--- src/rtl/chip_inv_pkg.sv ---
// Shared encodings and screen constants for the invader formation logic.
package chip_inv_pkg;

  typedef enum logic {
    DIR_LEFT  = 1'b0,
    DIR_RIGHT = 1'b1
  } dir_t;

  typedef enum logic {
    MARCH  = 1'b0,
    LANDED = 1'b1
  } march_state_t;

  localparam int unsigned SCREEN_W = 640;
  localparam int unsigned SCREEN_H = 480;
  localparam int unsigned POS_W    = 10;

endpackage

--- src/rtl/march_step_timer.sv ---
// Frame counter for the formation march; pulses step_evt_c on the frame that completes a period.
// Optional: MARCH_SPEEDUP_EN shortens the period as aliens die.
module march_step_timer
  import chip_inv_pkg::*;
#(
  parameter int unsigned STEP_FRAMES = 40,
  parameter int unsigned MIN_FRAMES  = 2
) (
  input  logic       clk,
  input  logic       rst_n,
  input  logic       restart,
  input  logic       frame_tick,
  input  logic       enable,
  input  logic       run,
  input  logic [5:0] alive_count,
  output logic       step_evt_c
);

  localparam int unsigned CNT_W = $clog2(STEP_FRAMES + 64);

  logic [CNT_W-1:0] r_cnt;
  logic [CNT_W-1:0] w_cnt_nxt;
  logic [CNT_W-1:0] w_period;
  logic             w_count_en;

`ifdef MARCH_SPEEDUP_EN
  // Period tracks the live alien count, clamped to [MIN_FRAMES, STEP_FRAMES].
  logic [CNT_W-1:0] w_alive;
  assign w_alive = CNT_W'(alive_count);

  always_comb begin
    w_period = CNT_W'(STEP_FRAMES);
    if (w_alive < w_period) w_period = w_alive;
    if (w_period < CNT_W'(MIN_FRAMES)) w_period = CNT_W'(MIN_FRAMES);
  end
`else
  assign w_period = CNT_W'(STEP_FRAMES);
`endif

  assign w_count_en = frame_tick & enable & run & (alive_count != 6'd0);
  // >= so a shrinking period fires on the very next counted frame.
  assign step_evt_c = w_count_en & (r_cnt >= (w_period - CNT_W'(1)));

  always_comb begin
    w_cnt_nxt = r_cnt;
    if (restart)         w_cnt_nxt = '0;
    else if (step_evt_c) w_cnt_nxt = '0;
    else if (w_count_en) w_cnt_nxt = r_cnt + CNT_W'(1);
  end

  always_ff @(posedge clk or negedge rst_n) begin
    if (!rst_n) r_cnt <= '0;
    else        r_cnt <= w_cnt_nxt;
  end

endmodule

--- src/rtl/alien_march_ctrl.sv ---
// Formation march controller: shared direction and x/y offsets, edge bounce with descent, landing detect.
// Optional: MARCH_SPEEDUP_EN (step period follows alive_count).
module alien_march_ctrl
  import chip_inv_pkg::*;
#(
  parameter int unsigned STEP_FRAMES = 40,
  parameter int unsigned STEP_X      = 2,
  parameter int unsigned STEP_Y      = 8,
  parameter int unsigned X_MIN       = 0,
  parameter int unsigned X_MAX       = 440,
  parameter int unsigned Y_MAX       = 320,
  parameter int unsigned MIN_FRAMES  = 2
) (
  input  logic       clk,
  input  logic       rst_n,
  input  logic       frame_tick,
  input  logic       enable,
  input  logic       restart,
  input  logic [5:0] alive_count,
  output logic [9:0] x_off,
  output logic [9:0] y_off,
  output logic       dir,
  output logic       step,
  output logic       invaded
);

  // Offsets are 10-bit; the parameter set must not let an update wrap.
  if ((X_MAX + STEP_X) >= 1024 || (Y_MAX + STEP_Y) >= 1024) begin : g_param_check
    $error("alien_march_ctrl: X_MAX+STEP_X and Y_MAX+STEP_Y must be below 1024");
  end

  march_state_t     r_state, w_state_nxt;
  dir_t             r_dir, w_dir_nxt;
  logic [POS_W-1:0] r_x, w_x_nxt;
  logic [POS_W-1:0] r_y, w_y_nxt;
  logic             r_step, w_step_nxt;
  logic             r_invaded, w_invaded_nxt;
  logic             w_step_evt;
  logic [POS_W-1:0] w_y_desc;

  march_step_timer #(
    .STEP_FRAMES (STEP_FRAMES),
    .MIN_FRAMES  (MIN_FRAMES)
  ) u_timer (
    .clk         (clk),
    .rst_n       (rst_n),
    .restart     (restart),
    .frame_tick  (frame_tick),
    .enable      (enable),
    .run         (r_state == MARCH),
    .alive_count (alive_count),
    .step_evt_c  (w_step_evt)
  );

  assign w_y_desc = r_y + POS_W'(STEP_Y);

  always_comb begin
    w_state_nxt   = r_state;
    w_dir_nxt     = r_dir;
    w_x_nxt       = r_x;
    w_y_nxt       = r_y;
    w_step_nxt    = 1'b0;
    w_invaded_nxt = r_invaded;
    if (restart) begin
      w_state_nxt   = MARCH;
      w_dir_nxt     = DIR_RIGHT;
      w_x_nxt       = POS_W'(X_MIN);
      w_y_nxt       = '0;
      w_invaded_nxt = 1'b0;
    end else if (r_state == MARCH && w_step_evt) begin
      w_step_nxt = 1'b1;
      // A bounce spends the whole step on the descent.
      if (r_dir == DIR_RIGHT) begin
        if ((r_x + POS_W'(STEP_X)) > POS_W'(X_MAX)) begin
          w_y_nxt   = w_y_desc;
          w_dir_nxt = DIR_LEFT;
        end else begin
          w_x_nxt = r_x + POS_W'(STEP_X);
        end
      end else begin
        if (r_x < POS_W'(X_MIN + STEP_X)) begin
          w_y_nxt   = w_y_desc;
          w_dir_nxt = DIR_RIGHT;
        end else begin
          w_x_nxt = r_x - POS_W'(STEP_X);
        end
      end
      if (w_y_nxt >= POS_W'(Y_MAX)) begin
        w_state_nxt   = LANDED;
        w_invaded_nxt = 1'b1;
      end
    end
  end

  always_ff @(posedge clk or negedge rst_n) begin
    if (!rst_n) begin
      r_state   <= MARCH;
      r_dir     <= DIR_RIGHT;
      r_x       <= POS_W'(X_MIN);
      r_y       <= '0;
      r_step    <= 1'b0;
      r_invaded <= 1'b0;
    end else begin
      r_state   <= w_state_nxt;
      r_dir     <= w_dir_nxt;
      r_x       <= w_x_nxt;
      r_y       <= w_y_nxt;
      r_step    <= w_step_nxt;
      r_invaded <= w_invaded_nxt;
    end
  end

  assign x_off   = r_x;
  assign y_off   = r_y;
  assign dir     = r_dir;
  assign step    = r_step;
  assign invaded = r_invaded;

endmodule

--- config.mk ---
export PLATFORM = sky130hd
export DESIGN_NAME = alien_march_ctrl
export DESIGN_NICKNAME = d
export VERILOG_FILES = /design/src/rtl/chip_inv_pkg.sv /design/src/rtl/march_step_timer.sv /design/src/rtl/alien_march_ctrl.sv
export SDC_FILE = /design/constraint.sdc
export NUM_CORES = 1
export LEC_CHECK = 0
export CORE_MARGIN = 2
export CORE_UTILIZATION = 40
export CTS_BUF_LIST = sky130_fd_sc_hd__clkbuf_4
export CTS_CLUSTER_DIAMETER = 100
export DETAILED_ROUTE_END_ITERATION = 10
export PLACE_DENSITY = 0.63
export SLEW_MARGIN = 25
export SYNTH_ARGS = -nofsm -noshare
export SYNTH_HDL_FRONTEND = slang
export SYNTH_SLANG_ARGS = --single-unit
--- constraint.sdc ---
create_clock -name clk -period 4.8 [get_ports clk]
set_input_delay 0.96 -clock clk [delete_from_list [all_inputs] [get_ports clk]]
set_output_delay 0.96 -clock clk [all_outputs]
set_load 0.05 [all_outputs]
==> results.txt <==
----------------------------------------------------
[Placed design]
  Port Buffers ... 29
  Post-Place Cell Area ... 2040 um2
  Placed instance count ... 266
  HPWL reported at the end of detailed placement ... 2590 um
  Routability congestion estimate from global placement ... 0.801
  Worst-case setup slack after placement ... 1.64 ns

[Cells and area]
  Utilization of the core after routing ... 0.489
  Post-layout instance area ... around 2100 um2
  Filler cell count in the final layout ... 436
  Antenna cells ... 0
  Layout cells sized above 1 ... 0.0826
  Multi-input gate area in the final layout ... 992 um2
  Sequential standard cell area ... approximately 650 um2
  Number of nets in the layout ... about 230
  Number of standard cells in the layout, taps in and fillers out ... 270
  Area Growth Syn to Fin ... 19.5%

[STA]
  Fin worst setup slack ... 1.63 ns
  Shortest period the worst path allows ... 3.17 ns
  Worst slew slack as a fraction of its limit ... 0.604
  Worst clock skew ... between 0.006 and 0.007 ns
  Peak Freq ... 0.315 GHz
  TNS Setup ... 0 ns
  RSZ-0062 raised after global routing ... no
  Final count of hold timing violations ... 0
  Number of pins with negative max-slew slack in the final report ... 0
  Final number of setup-violating endpoints ... 0
  Pin slew with the least headroom to its limit ... 0.591 ns
  Post-route clock period utilization ... 0.661

[Worst setup path]
  R2R Setup Slk ... 1.63 ns
  Critical Path AT ... 3.39 ns
  Max Fanout on Critical Path ... 11
  Kind of capture point of the worst setup path ... flip-flop
  Reg2reg path depth ... 8
  Nature of the critical path startpoint ... flip-flop
  Required time worst endpoint ... 5.02 ns
  Critical path type ... reg -> reg
  Worst reg2reg path startpoint ... x_off[2]$_DFFE_PN0P_
  FF-to-FF End ... x_off[4]$_DFFE_PN0P_

[Hold path]
  Path category of the worst min-delay check ... reg -> reg
  Number of cells on the worst hold path ... 2
  Hold-critical path endpoint ... u_timer.r_cnt[6]$_DFFE_PN0P_
  Hold wc startpoint ... u_timer.r_cnt[6]$_DFFE_PN0P_

[CTS]
  Clock-pin slew of the registers on the worst-case setup and hold paths ... 0.15 ns
  Total CTS buffers ... 3
  H-tree depth ... 1
  Clock latency on the worst-skew pair ... 0.32 ns
  Maximum buffer depth of the clock tree ... 2
  TritonCTS clock tree ... built
  Number of buffers inserted by hold repair at cts ... 0
  Number of instances resized during post-cts repair ... 0
  Root buf cell ... clkbuf_4
  Clock sink count ... 26
  Setup fix buffers added after clock tree synthesis ... 0

[Pwr]
  VDD IR-drop max ... 75.7 uV
  P per Cell Area ... 192 nW/um2
  Leakage power figure ... 0.815 nW

[Synth]
  Count leader, synth ... nor2_1
  List of most frequent post-synthesis cells ... nor2_1, dfrtp_1, a21oi_1
  Synth async-reset ratio ... 1.00
  Ys flop type ... dfrtp_1
  Share of synthesized area occupied by flip-flops and latches ... 0.374
  Synthesized cell area ... between 1500 and 2000 um2
  Number of distinct library cells after synthesis ... 49
  Count of yosys warnings during synthesis ... 0
  Number of enable-type register cells in the synthesized netlist ... 0
  Largest area contributor in the synthesized netlist ... dfrtp_1
  Post-synthesis cell count ... 196
  Post-synthesis average cell area ... between 8 and 9 um2
  Post-synth top area share ... 0.359
  Yosys reg bits ... 26
  Cells taking the most area after synthesis ... dfrtp_1, nor2_1, xnor2_1

[Floorplanning]
  Starting density of the core ... 0.409
  Overall die width ... 70.0 um
  Die outline height ... 70.0 um
  Row count ... 24
  Full die area ... between 4000 and 5000 um2
  I/O pin total ... 34
  Core region area ... 4260 um2

[Run status]
  Run status ... finished clean

[Routing]
  Post-DRT Antenna Nets ... 0
  Aggregate routed wire length ... 3690 um
  Routed wire per std cell ... roughly 14 um
  Total via count after detailed routing ... 1506
  Total DRC errors in the routed layout ... 0
  Total iterations of the first detailed-routing run ... 4
  Iteration-0 DRC count of the detailed router ... 88
  Via density ... 5.58

[Run]
  Maximum capacitance violations ... 0

[Global routing]
  Global-route wire length before repair ... 6600 um
  Pin count of the biggest net entering global routing ... 30
  Aggregate global routing overflow ... 0
  Antenna violations before repair ... 0
  Global Route Usage Sum ... 0.161
  Via count of the first global-routing pass ... 1409

----------------------------------------------------
[registers in the layout (all words and copies together) (netlist names)]
name	cells
invaded	1
u_timer.r_cnt	7
step	1
y_off	7
dir	1
x_off	9
[metal layers]
metal	global-route usage	routed length [um]	vias up
met5	0	0	-
met4	0.0449	29	0
met3	0.0245	139	4
met2	0.257	1620	30
met1	0.227	1910	726
li1	-	-	746
[worst max-delay path by stage]
| stage | to | cells past startpoint | from | slack [ns] |
|---|---|---|---|---|
| finish | x_off[4]$_DFFE_PN0P_ | 8 | x_off[2]$_DFFE_PN0P_ | 1.63 |
| global route | x_off[4]$_DFFE_PN0P_ | 8 | x_off[2]$_DFFE_PN0P_ | 1.43 |
| CTS | x_off[4]$_DFFE_PN0P_ | 8 | x_off[1]$_DFFE_PN0P_ | 1.62 |
| detailed placement | x_off[4]$_DFFE_PN0P_ | 8 | x_off[1]$_DFFE_PN0P_ | 1.64 |
| global placement | x_off[4]$_DFFE_PN0P_ | 7 | alive_count[3] | 1.69 |
| floorplan | x_off[4]$_DFFE_PN0P_ | 9 | x_off[2]$_DFFE_PN0P_ | 1.99 |
[power by group]
| group | leakage, nW | internal (mW) | switching, mW |
|---|---|---|---|
| Sequential | 0.359 | 0.220 | 0.000956 |
| Combinational | 0.428 | 0.00929 | 0.0180 |
| Clock | 0.0279 | 0.0844 | 0.0673 |
[per-stage QoR]
step                hold WS, ns  power, mW
floorplan                 0.516      0.242
global placement          0.543      0.253
detailed placement        0.568      0.253
CTS                       0.589      0.408
global route              0.655      0.418
finish                    0.582      0.400
[cell usage in the layout, fill, tap and decap left out, types with 2 or more instances in the layout]
cell and count:
nor3b_1 3, dfrtp_1 25, a31oi_1 6, and3_1 2, nor2b_1 4, mux2_1 2
or3_1 4, buf_4 2, nor2_1 28, xnor2_1 10, clkdlybuf4s50_1 28, a211oi_1 2
nand3_1 5, nand2_1 10, ha_1 4, conb_1 4, nand4_1 7, mux2i_1 4
nor4_1 2, a211o_1 3, a2111oi_2 2, inv_1 6, a21oi_1 12, o21ai_0 8
clkbuf_4 3, a21o_1 3, nor3_1 6
[logic make-up after synthesis]
logic type,count (synthesis),share of synthesized area
muxes,6,0.0359
xor gates and xnor gates,11,0.0552
adders and majority gates,4,0.0287
DFF,26,0.374
buffers and inverters,22,0.0638
AOI/OAI and AO/OA,47,0.194
and+or+nand+nor,79,0.247
other,1,0.00215
[worst max-delay path, cell delays in order (launching register included)]
cell and delay (ns):
dfrtp_1 0.50, ha_1 0.36, nor4bb_1 0.33, a22oi_1 0.11, a31o_1 0.23, nand4bb_1 0.57
nand3_1 0.54, a21oi_1 0.08, mux2_1 0.33
[final cells by class]
class                   count  share of cell area
multi-input cells         151               0.476
repair buffers             31               0.144
clock inverters             1              0.0144
well taps                  52              0.0312
clock buffers               3              0.0108
flip-flops and latches     26               0.313
inverters                   6              0.0108
No activity file was read; power rests on OpenSTA's default activity.
